**config.mk**
```make
export PLATFORM = sky130hd
export DESIGN_NAME = pipelined_inst_sequencer
export DESIGN_NICKNAME = d
export VERILOG_FILES = /design/src/rtl/pipelined_inst_sequencer.sv
export SDC_FILE = /design/constraint.sdc
export NUM_CORES = 1
export LEC_CHECK = 0
export BUFFER_PORTS_ARGS = -buffer_cell sky130_fd_sc_hd__buf_2
export CORE_MARGIN = 2
export CORE_UTILIZATION = 50
export CTS_CLUSTER_DIAMETER = 30
export DETAILED_ROUTE_END_ITERATION = 7
export GPL_TIMING_DRIVEN = 0
export PLACE_DENSITY = 0.71
export SLEW_MARGIN = 20
export SYNTH_ARGS = -nofsm -noshare
export SYNTH_HDL_FRONTEND = slang
export SYNTH_SLANG_ARGS = --single-unit
```
**constraint.sdc**
```tcl
create_clock -name clk -period 2.3 [get_ports clk]
set_input_delay 0.115 -clock clk [delete_from_list [all_inputs] [get_ports clk]]
set_output_delay 0.115 -clock clk [all_outputs]
set_load 0.01 [all_outputs]
```
**src/rtl/pipelined_inst_sequencer.sv**
```systemverilog
// Pipelined instruction sequencer: queues instruction words in a FIFO and issues one buffer request
// per cycle, delaying PE opcodes to line up with buffer data. Optional issue stall: CONTROLLER_STALL_EN.
`ifndef CONTROLLER_COUNT_BITWIDTH
`define CONTROLLER_COUNT_BITWIDTH 8
`endif
`ifndef CONTROLLER_MEMA_INC_BITWIDTH
`define CONTROLLER_MEMA_INC_BITWIDTH 4
`endif
`ifndef CONTROLLER_MEMB_INC_BITWIDTH
`define CONTROLLER_MEMB_INC_BITWIDTH 4
`endif

package pipelined_inst_sequencer_pkg;
  localparam int COUNT_BW    = `CONTROLLER_COUNT_BITWIDTH;
  localparam int MEMA_INC_BW = `CONTROLLER_MEMA_INC_BITWIDTH;
  localparam int MEMB_INC_BW = `CONTROLLER_MEMB_INC_BITWIDTH;
  localparam int MEMA_OFF_W  = 8;
  localparam int MEMB_OFF_W  = 8;
  localparam int PE_OP_W     = 8;

  typedef struct packed {
    logic [MEMA_OFF_W-1:0] mema_offset;
    logic [MEMB_OFF_W-1:0] memb_offset;
  } buf_inst_t;

  typedef struct packed {
    logic [PE_OP_W-1:0] op;
  } pe_inst_t;

  typedef struct packed {
    buf_inst_t              buf_inst;
    pe_inst_t               pe_inst;
    logic [COUNT_BW-1:0]    count;
    logic [MEMA_INC_BW-1:0] mema_inc;
    logic [MEMB_INC_BW-1:0] memb_inc;
  } instruction_t;
endpackage

module pipelined_inst_sequencer
  import pipelined_inst_sequencer_pkg::*;
#(
  parameter int FIFO_DEPTH  = 4,
  parameter int BUF_LATENCY = 1,
  parameter int COUNT_W     = `CONTROLLER_COUNT_BITWIDTH,
  parameter int MEMA_INC_W  = `CONTROLLER_MEMA_INC_BITWIDTH,
  parameter int MEMB_INC_W  = `CONTROLLER_MEMB_INC_BITWIDTH
) (
  input  logic                        clk,
  input  logic                        rst_n,
  input  instruction_t                inst,
  input  logic                        inst_valid,
  output logic                        inst_ready,
  output logic                        inst_exec_begins,
  output logic                        inst_done,
  output logic                        busy,
  output logic [$clog2(FIFO_DEPTH):0] fifo_level,
  output buf_inst_t                   buf_inst,
  output logic                        buf_inst_valid,
  output pe_inst_t                    pe_inst,
  output logic                        pe_inst_valid,
`ifdef CONTROLLER_STALL_EN
  input  logic                        issue_stall,
`endif
  output logic                        dbg_state
);
  // Handshake: a push happens on a posedge where inst_valid && inst_ready; inst_ready depends only
  // on the level register, and buffer/PE outputs are qualified by their *_valid strobes.
  localparam int PTR_W = $clog2(FIFO_DEPTH);
  localparam int LVL_W = PTR_W + 1;
  localparam int NSTG  = BUF_LATENCY + 1;

  typedef enum logic [0:0] {IDLE = 1'b0, RUN = 1'b1} state_e;

  logic stall;
`ifdef CONTROLLER_STALL_EN
  assign stall = issue_stall;
`else
  assign stall = 1'b0;
`endif

  instruction_t           fifo_mem_q [FIFO_DEPTH];
  logic [PTR_W-1:0]       wr_ptr_q, rd_ptr_q;
  logic [LVL_W-1:0]       level_q, level_d;
  instruction_t           head;
  logic                   push, pop, fifo_ne;

  state_e                 state_q;
  buf_inst_t              buf_q;
  logic                   buf_valid_q, begins_q;
  pe_inst_t               cur_pe_q;
  logic [COUNT_W-1:0]     count_q, iter_q;
  logic [MEMA_INC_W-1:0]  mema_inc_q;
  logic [MEMB_INC_W-1:0]  memb_inc_q;
  logic                   at_last;

  logic [NSTG-1:0]        pv_q, pl_q;
  pe_inst_t               pd_q [NSTG];

  assign head       = fifo_mem_q[rd_ptr_q];
  assign fifo_ne    = (level_q != '0);
  assign inst_ready = (level_q != LVL_W'(FIFO_DEPTH));
  assign push       = inst_valid && inst_ready;
  assign at_last    = (iter_q == count_q);
  // Pop only from the registered level, so a word is never consumed in the cycle it arrives.
  assign pop        = fifo_ne && !stall && ((state_q == IDLE) || at_last);
  assign level_d    = level_q + LVL_W'(push) - LVL_W'(pop);

  always_ff @(posedge clk) begin
    if (push) fifo_mem_q[wr_ptr_q] <= inst;
  end

  always_ff @(posedge clk) begin
    if (!rst_n) begin
      wr_ptr_q <= '0;
      rd_ptr_q <= '0;
      level_q  <= '0;
    end else begin
      if (push) wr_ptr_q <= wr_ptr_q + PTR_W'(1);
      if (pop)  rd_ptr_q <= rd_ptr_q + PTR_W'(1);
      level_q <= level_d;
    end
  end

  always_ff @(posedge clk) begin
    if (!rst_n) begin
      state_q     <= IDLE;
      buf_q       <= '0;
      buf_valid_q <= 1'b0;
      begins_q    <= 1'b0;
      cur_pe_q    <= '0;
      count_q     <= '0;
      iter_q      <= '0;
      mema_inc_q  <= '0;
      memb_inc_q  <= '0;
    end else if (pop) begin
      // Covers both the IDLE start and the zero-bubble hand-off at the last iteration.
      state_q     <= RUN;
      buf_q       <= head.buf_inst;
      cur_pe_q    <= head.pe_inst;
      count_q     <= COUNT_W'(head.count);
      mema_inc_q  <= MEMA_INC_W'(head.mema_inc);
      memb_inc_q  <= MEMB_INC_W'(head.memb_inc);
      iter_q      <= '0;
      buf_valid_q <= 1'b1;
      begins_q    <= 1'b1;
    end else if (state_q == RUN && !stall) begin
      if (!at_last) begin
        iter_q            <= iter_q + COUNT_W'(1);
        buf_q.mema_offset <= buf_q.mema_offset + MEMA_OFF_W'(mema_inc_q);
        buf_q.memb_offset <= buf_q.memb_offset + MEMB_OFF_W'(memb_inc_q);
        begins_q          <= 1'b0;
      end else begin
        state_q     <= IDLE;
        buf_valid_q <= 1'b0;
        begins_q    <= 1'b0;
      end
    end
  end

  assign buf_inst         = buf_q;
  assign buf_inst_valid   = buf_valid_q && !stall;
  assign inst_exec_begins = begins_q && !stall;

  // Opcode data only advances behind a valid entry, so pe_inst holds between instructions.
  always_ff @(posedge clk) begin
    if (!rst_n) begin
      pv_q <= '0;
      pl_q <= '0;
      for (int i = 0; i < NSTG; i++) pd_q[i] <= '0;
    end else begin
      pv_q[0] <= buf_inst_valid;
      pl_q[0] <= at_last;
      if (buf_inst_valid) pd_q[0] <= cur_pe_q;
      for (int i = 1; i < NSTG; i++) begin
        pv_q[i] <= pv_q[i-1];
        pl_q[i] <= pl_q[i-1];
        if (pv_q[i-1]) pd_q[i] <= pd_q[i-1];
      end
    end
  end

  assign pe_inst       = pd_q[NSTG-1];
  assign pe_inst_valid = pv_q[NSTG-1];
  assign inst_done     = pv_q[NSTG-1] && pl_q[NSTG-1];
  assign busy          = fifo_ne || (state_q == RUN) || (|pv_q);
  assign fifo_level    = level_q;
  assign dbg_state     = state_q;
endmodule

```
==> metrics.csv, run 1 <==
metric,value,unit
slowest_delay,340,ps
area.growth.synth_to_final,29.7,%
grt_pass1_vias,6121,
grt_pass1_wl,32300,um
slowest_stage,dfxtp_2,
yosysWarnings,0,
fmax,0.426,GHz
grt_setup_unrepaired,yes,
grt_overflow,0,
status,finished with violations,
clockBufferDepth,3,
dieWidth,143,um
drive_above_1_share,32.2,%
multi_input_area,2850,um^2
reg2reg_depth,14,
vias_per_cell,5.45,
synthArstFlopShare,0,%
io-pin-count,77,
cp-end-kind,register,
htree_levels,2,
worst_pin_slew,769,ps
grt_util_all_layers,20.8,%
crit_required,2670,ps
power,0.0175,W
crit_chain,xnor2_2 -> nand4_2 -> o21ai_4 -> buf_6 -> nand2_4 -> inv_4 -> ha_4 -> inv_4 -> ha_4 -> inv_2 -> fa_2 -> xor2_1 -> xnor2_1 -> nor2_1,
fin_nets,863,
dpl.hpwl,13800,um
syn-num-nets,689,
clock_sinks,240,
synthFlopType,edfxtp_1,
antenna_cells,0,
utilization,66.5,%
routed_wirelength,20800,um
clk_latency,510,ps
antenna_found_initial,0,
grt_max_degree,29,
syn_area,9660,um^2
fin_area,12500,um^2
worstSetupPathType,reg2reg,
place_ws,-492,ps
regArea,6590,um^2
dpl-instance-area,10500,um^2
ant_nets,0,
finalHoldViolCount,0,
maxSlewViolCount,0,
numPortBuffers,76,
finalSetupViolations,1,
cts_root_buf,clkbuf_16,
num_vias,5978,
slew-limit-headroom,48.8,%
cellPowerDensity,1400,nW/um^2
startpoint_type,register,
whs,61.8,ps
ys_types,53,
coreArea,18800,um^2
num_rows,50,
violations,setup timing,
timing.final.crit_share,102,%
maxCapViolCount,0,
tritoncts,done,
critPathArrivalTime,2720,ps
fin_ws,-47.5,ps
skew,10.8,ps
peakVddDrop,0.000798,V
path_clk_slew,50,ps
hold_class,in2reg,
die_h,143,um
drc_errors,0,
firstDrtPassIters,4,
worstPathMaxFanout,2,
synth_seq_cells,240,
gp_congestion,0.898,
cellLeakagePower,4.52,nW
drtIter0Drc,463,
synth_edf_count,176,
fillCellCount,1308,
postSynthCellCount,628,
ys_seq_area_share,68.0,%
syn_avg_cell_area,15.4,um^2
whs_path_depth,4,
min_period,2350,ps
avgRoutedWirePerCell,19.0,um
die-area,20400,um^2
cts_made_buffers,42,
start_util,51.3,%
## worst paths after layout
path                                  from             to  slack [ps]
worst min-delay path            inst_valid    wr_ptr_q[1]          60
worst max register to register  count_q[0]  fifo_level[2]         -50
worst max-delay path            count_q[0]  fifo_level[2]         -50
worst min register to register     pl_q[0]        pl_q[1]         430
## layout by cell type (no fill, tap or decap), types with 5 or more instances in the layout
cell,instances
or3_1,5
and2_1,8
a21oi_1,39
buf_4,28
clkbuf_16,45
nor2b_1,18
and3_1,5
nor2_1,20
inv_6,5
clkinv_2,5
clkinvlp_4,8
dfxtp_2,9
mux4_2,40
buf_2,79
clkbuf_1,17
bufinv_16,6
ha_1,13
nand2_1,33
dfxtp_1,52
o21a_1,6
edfxtp_1,176
xnor2_1,6
inv_1,8
o21ai_0,31
xnor2_2,6
buf_1,5
dlygate4sd3_1,41
xor2_1,5
nand3_1,28
## critical path: cells and delay by family (launching register included)
family          cells  cell delay [ps]
fa+ha+maj           3              640
simple gates        3              280
flops               1              340
buf+inv             4              270
compound gates      1              200
xor+xnor            3              480
## flip-flops by register name (all words and copies together) (netlist names), 2 cells and up, named ones only
register	cells
memb_inc_q	4
pl_q	2
pv_q	2
pd_q	16
rd_ptr_q	2
wr_ptr_q	2
count_q	8
buf_inst	16
fifo_level	3
mema_inc_q	4
cur_pe_q	8
fifo_mem_q	160
iter_q	8
## metrics by stage
stage	std cells	TNS, ps
5_1_grt	1096	-181
6_report	1096	-47.5
3_3_place_gp	964	-91810
2_1_floorplan	628	-123
3_5_place_dp	968	-848
4_1_cts	1093	-167
## timing repair
| action | 4_1_cts | 5_1_grt |
|---|---|---|
| resized for setup | 13 | 21 |
| endpoints found under the setup margin | 3 | 3 |
| cloned | 0 | 0 |
| pin swaps | 5 | 10 |
| hold buffers | 41 | 0 |
| endpoints found under the hold margin | 163 | 0 |
| buffers inserted | 6 | 4 |
## cells in the mapped netlist, drive strengths merged (2+ instances only)
| cell | number | area [um^2] |
|---|---|---|
| edfxtp | 176 | 5290 |
| dfxtp | 64 | 1280 |
| mux4 | 40 | 901 |
| a21oi | 39 | 195 |
| nand2 | 34 | 128 |
| o21ai | 34 | 185 |
| buf | 30 | 211 |
| nand3 | 28 | 140 |
| nor2 | 20 | 75.1 |
| nor2b | 18 | 113 |
| clkbuf | 15 | 56.3 |
| ha | 15 | 188 |
| inv | 12 | 45.0 |
| xnor2 | 12 | 113 |
| and3 | 9 | 56.3 |
| and2 | 8 | 50.1 |
| a311oi | 6 | 71.3 |
| o21a | 6 | 45.0 |
| nand4 | 5 | 43.8 |
| nor3 | 5 | 30.0 |
| or3 | 5 | 31.3 |
| xor2 | 5 | 43.8 |
| a211oi | 4 | 30.0 |
| a21o | 4 | 30.0 |
| o211ai | 4 | 30.0 |
| fa | 3 | 60.1 |
| nand2b | 3 | 18.8 |
| o2111ai | 3 | 26.3 |
| o31a | 3 | 26.3 |
| or4 | 3 | 22.5 |
| mux2i | 2 | 20.0 |
| nor4 | 2 | 12.5 |
| o31ai | 2 | 15.0 |
| or2 | 2 | 12.5 |
## layer usage
layer  vias up  track usage (%)  share of wire [%]
li1       2768                -                  -
met1      3002             26.8                 42
met2       166             34.9                 50
met3        42             4.69                5.0
met4         0             7.56                2.7
met5         -                0                  0
## kinds of logic after synthesis
| kind of cell | share of synthesized area [%] |
|---|---|
| buffers and inverters | 3.24 |
| multiplexers | 9.54 |
| AND/OR/NAND/NOR | 7.68 |
| AO/OA/AOI/OAI | 7.35 |
| XOR/XNOR | 1.62 |
| flip-flops | 68.0 |
| adder cells (fa/ha/maj) | 2.57 |
## power breakdown
| part | switching, W | internal, W |
|---|---|---|
| logic | 0.00289 | 0.00227 |
| clock network | 0.00213 | 0.00427 |
| registers | 0.000475 | 0.00551 |
| total | 0.00549 | 0.0120 |
## area by class of cell
type | count | share of cell area (%)
Sequential cell | 240 | 52.6
Multi-Input combinational cell | 331 | 22.8
Clock buffer | 49 | 9.11
Timing Repair Buffer | 131 | 7.55
Clock inverter | 29 | 2.80
Tap cell | 260 | 2.60
Buffer | 44 | 2.14
Inverter | 12 | 0.400
Power figures use the tool's default switching activity.
==> inputs of run 2 (changes only) <==
BUFFER_PORTS_ARGS = default   (was -buffer_cell sky130_fd_sc_hd__buf_2)
DONT_BUFFER_PORTS = 1   (was default)
PLACE_DENSITY = 0.68   (was 0.71)
SLEW_MARGIN = 0   (was 20)
==> run 2 against run 1 <==
  * The run still ends with setup timing left
  * Largest cell class unchanged
  * Setup slack got worse by 73 ps
  * Design area fell by 2.1%
  * Clock power rose by 3.9%
  * Largest power group unchanged
==> metrics.csv, run 2 (same netlist as run 1, synthesis figures left out) <==
metric,value,unit,change
status,finished with violations,,unchanged
violations,setup timing,,unchanged
largest_reg_flops,160,,unchanged
top_register,fifo_mem_q,,unchanged
slew-limit-headroom,55.5,%,was 48.8%
cts_made_buffers,43,,was 42
num_vias,5764,,was 5978
maxSlewViolCount,0,,unchanged
skew,13.8,ps,was 10.8 ps
hold_class,in2reg,,unchanged
fin_ws,-120,ps,was -47.5 ps
grt_util_all_layers,21.1,%,was 20.8%
maxCapViolCount,0,,unchanged
cellPowerDensity,1440,nW/um^2,was 1400 nW/um^2
numPortBuffers,0,,was 76
worstSetupPathType,reg2reg,,unchanged
drive_above_1_share,26.4,%,was 32.2%
grt_overflow,0,,unchanged
grt_setup_unrepaired,yes,,unchanged
final_common_cell,edfxtp_1,,unchanged
coreArea,18800,um^2,unchanged
tritoncts,done,,unchanged
ant_nets,0,,unchanged
die-area,20400,um^2,unchanged
clock_sinks,240,,unchanged
timing.final.crit_share,105,%,was 102%
drtIter0Drc,403,,was 463
fin_nets,793,,was 863
critPathArrivalTime,2780,ps,was 2720 ps
finalHoldViolCount,0,,unchanged
worstPathMaxFanout,5,,was 2
clk_latency,510,ps,about the same
cellLeakagePower,4.27,nW,was 4.52 nW
finalSetupViolations,2,,was 1
path_clk_slew,50,ps,about the same
dpl.hpwl,13200,um,was 13800 um
dieWidth,143,um,unchanged
clockBufferDepth,3,,unchanged
drc_errors,0,,unchanged
worst_pin_slew,667,ps,was 769 ps
fin_setup_tns,-142,ps,was -47.5 ps
fillCellCount,1290,,was 1308
grt_pass1_wl,32600,um,was 32300 um
layout_common_cells,"edfxtp_1 (176), dfxtp_1 (54), clkbuf_16 (45)",,"was edfxtp_1 (176), buf_2 (79), dfxtp_1 (52)"
crit_required,2660,ps,was 2670 ps
cp-end-kind,register,,unchanged
vias_per_cell,5.62,,was 5.45
avgRoutedWirePerCell,20.3,um,was 19.0 um
antenna_cells,0,,unchanged
num_rows,50,,unchanged
gp_congestion,0.846,,was 0.898
io-pin-count,77,,unchanged
cts_root_buf,clkbuf_16,,unchanged
peakVddDrop,0.000754,V,was 0.000798 V
place_ws,-528,ps,was -492 ps
routed_wirelength,20800,um,about the same
grt_max_degree,31,,was 29
startpoint_type,register,,unchanged
grt_pass1_vias,6034,,was 6121
start_util,51.3,%,unchanged
antenna_found_initial,0,,unchanged
fmax,0.413,GHz,was 0.426 GHz
firstDrtPassIters,5,,was 4
area.growth.synth_to_final,27.0,%,was 29.7%
htree_levels,2,,unchanged
die_h,143,um,unchanged
min_period,2420,ps,was 2350 ps
[run 2: cell types whose count changed in the layout (fill, tap and decap cells not counted), sizes merged]
cell         change
dlygate4sd3      +1
bufinv           +2
clkinv           +5
clkinvlp         -5
inv              +1
buf             -74
[run 2: report_power, final]
part	switching [W]	total, W	internal, W
sequential	0.000591	0.00609	0.00550
combinational	0.00276	0.00490	0.00215
clock	0.00213	0.00664	0.00451
[run 2: cell type report]
class,instances,area [um^2],area share (%)
clock buffers,47,1140,9.32
flip-flops and latches,240,6580,53.7
multi-input cells,331,2890,23.6
well taps,260,325,2.65
inverters,12,50.0,0.408
repair buffers,59,598,4.88
clock inverters,32,402,3.27
plain buffers,45,274,2.23
[run 2: worst max-delay path, cell delays in order, from the launching register on]
cell	delay, ps
dfxtp_2	310
buf_6	130
xnor2_4	150
nand4_4	140
o21ai_4	200
buf_6	130
nand2_4	50
inv_4	60
ha_4	200
inv_4	60
ha_4	110
inv_2	30
fa_2	340
xor2_1	160
xnor2_1	130
nor2_1	50
[run 2: path summary, 6_finish.rpt]
check	from	to	slack (ps)	cells past startpoint
max reg2reg	iter_q[2]	fifo_level[2]	-120	15
max	iter_q[2]	fifo_level[2]	-120	15
min	inst_valid	fifo_mem_q[0][13]	130	1
min reg2reg	pl_q[0]	pl_q[1]	450	1
[run 2: repair_timing]
item | CTS | global route
buffers inserted | 6 | 7
gates resized for setup | 27 | 6
hold buffers | 42 | 0
endpoints found under the setup margin | 4 | 5
pin swaps | 6 | 4
hold endpoints to repair | 166 | 0
gates cloned | 0 | 0
[run 2: through the flow]
stage                     cells  cell area [um^2]  power (W)  util, %  hold slack [ps]
after global placement      888              9990     0.0103     53.0              214
final                      1026             12300     0.0176     65.1              125
after detailed placement    892             10100     0.0105     53.5              214
after floorplan             628              9660    0.00920        -              214
after CTS                  1019             12200     0.0176     64.8              108
after global routing       1026             12300     0.0185     65.1              124
[run 2: per-layer routing]
layer,vias up,global-route usage [%],wire length (um)
li1,2633,-,-
met1,2883,25.6,8170
met2,194,35.5,10500
met3,54,5.57,1270
met4,0,10.1,877
met5,-,0,0
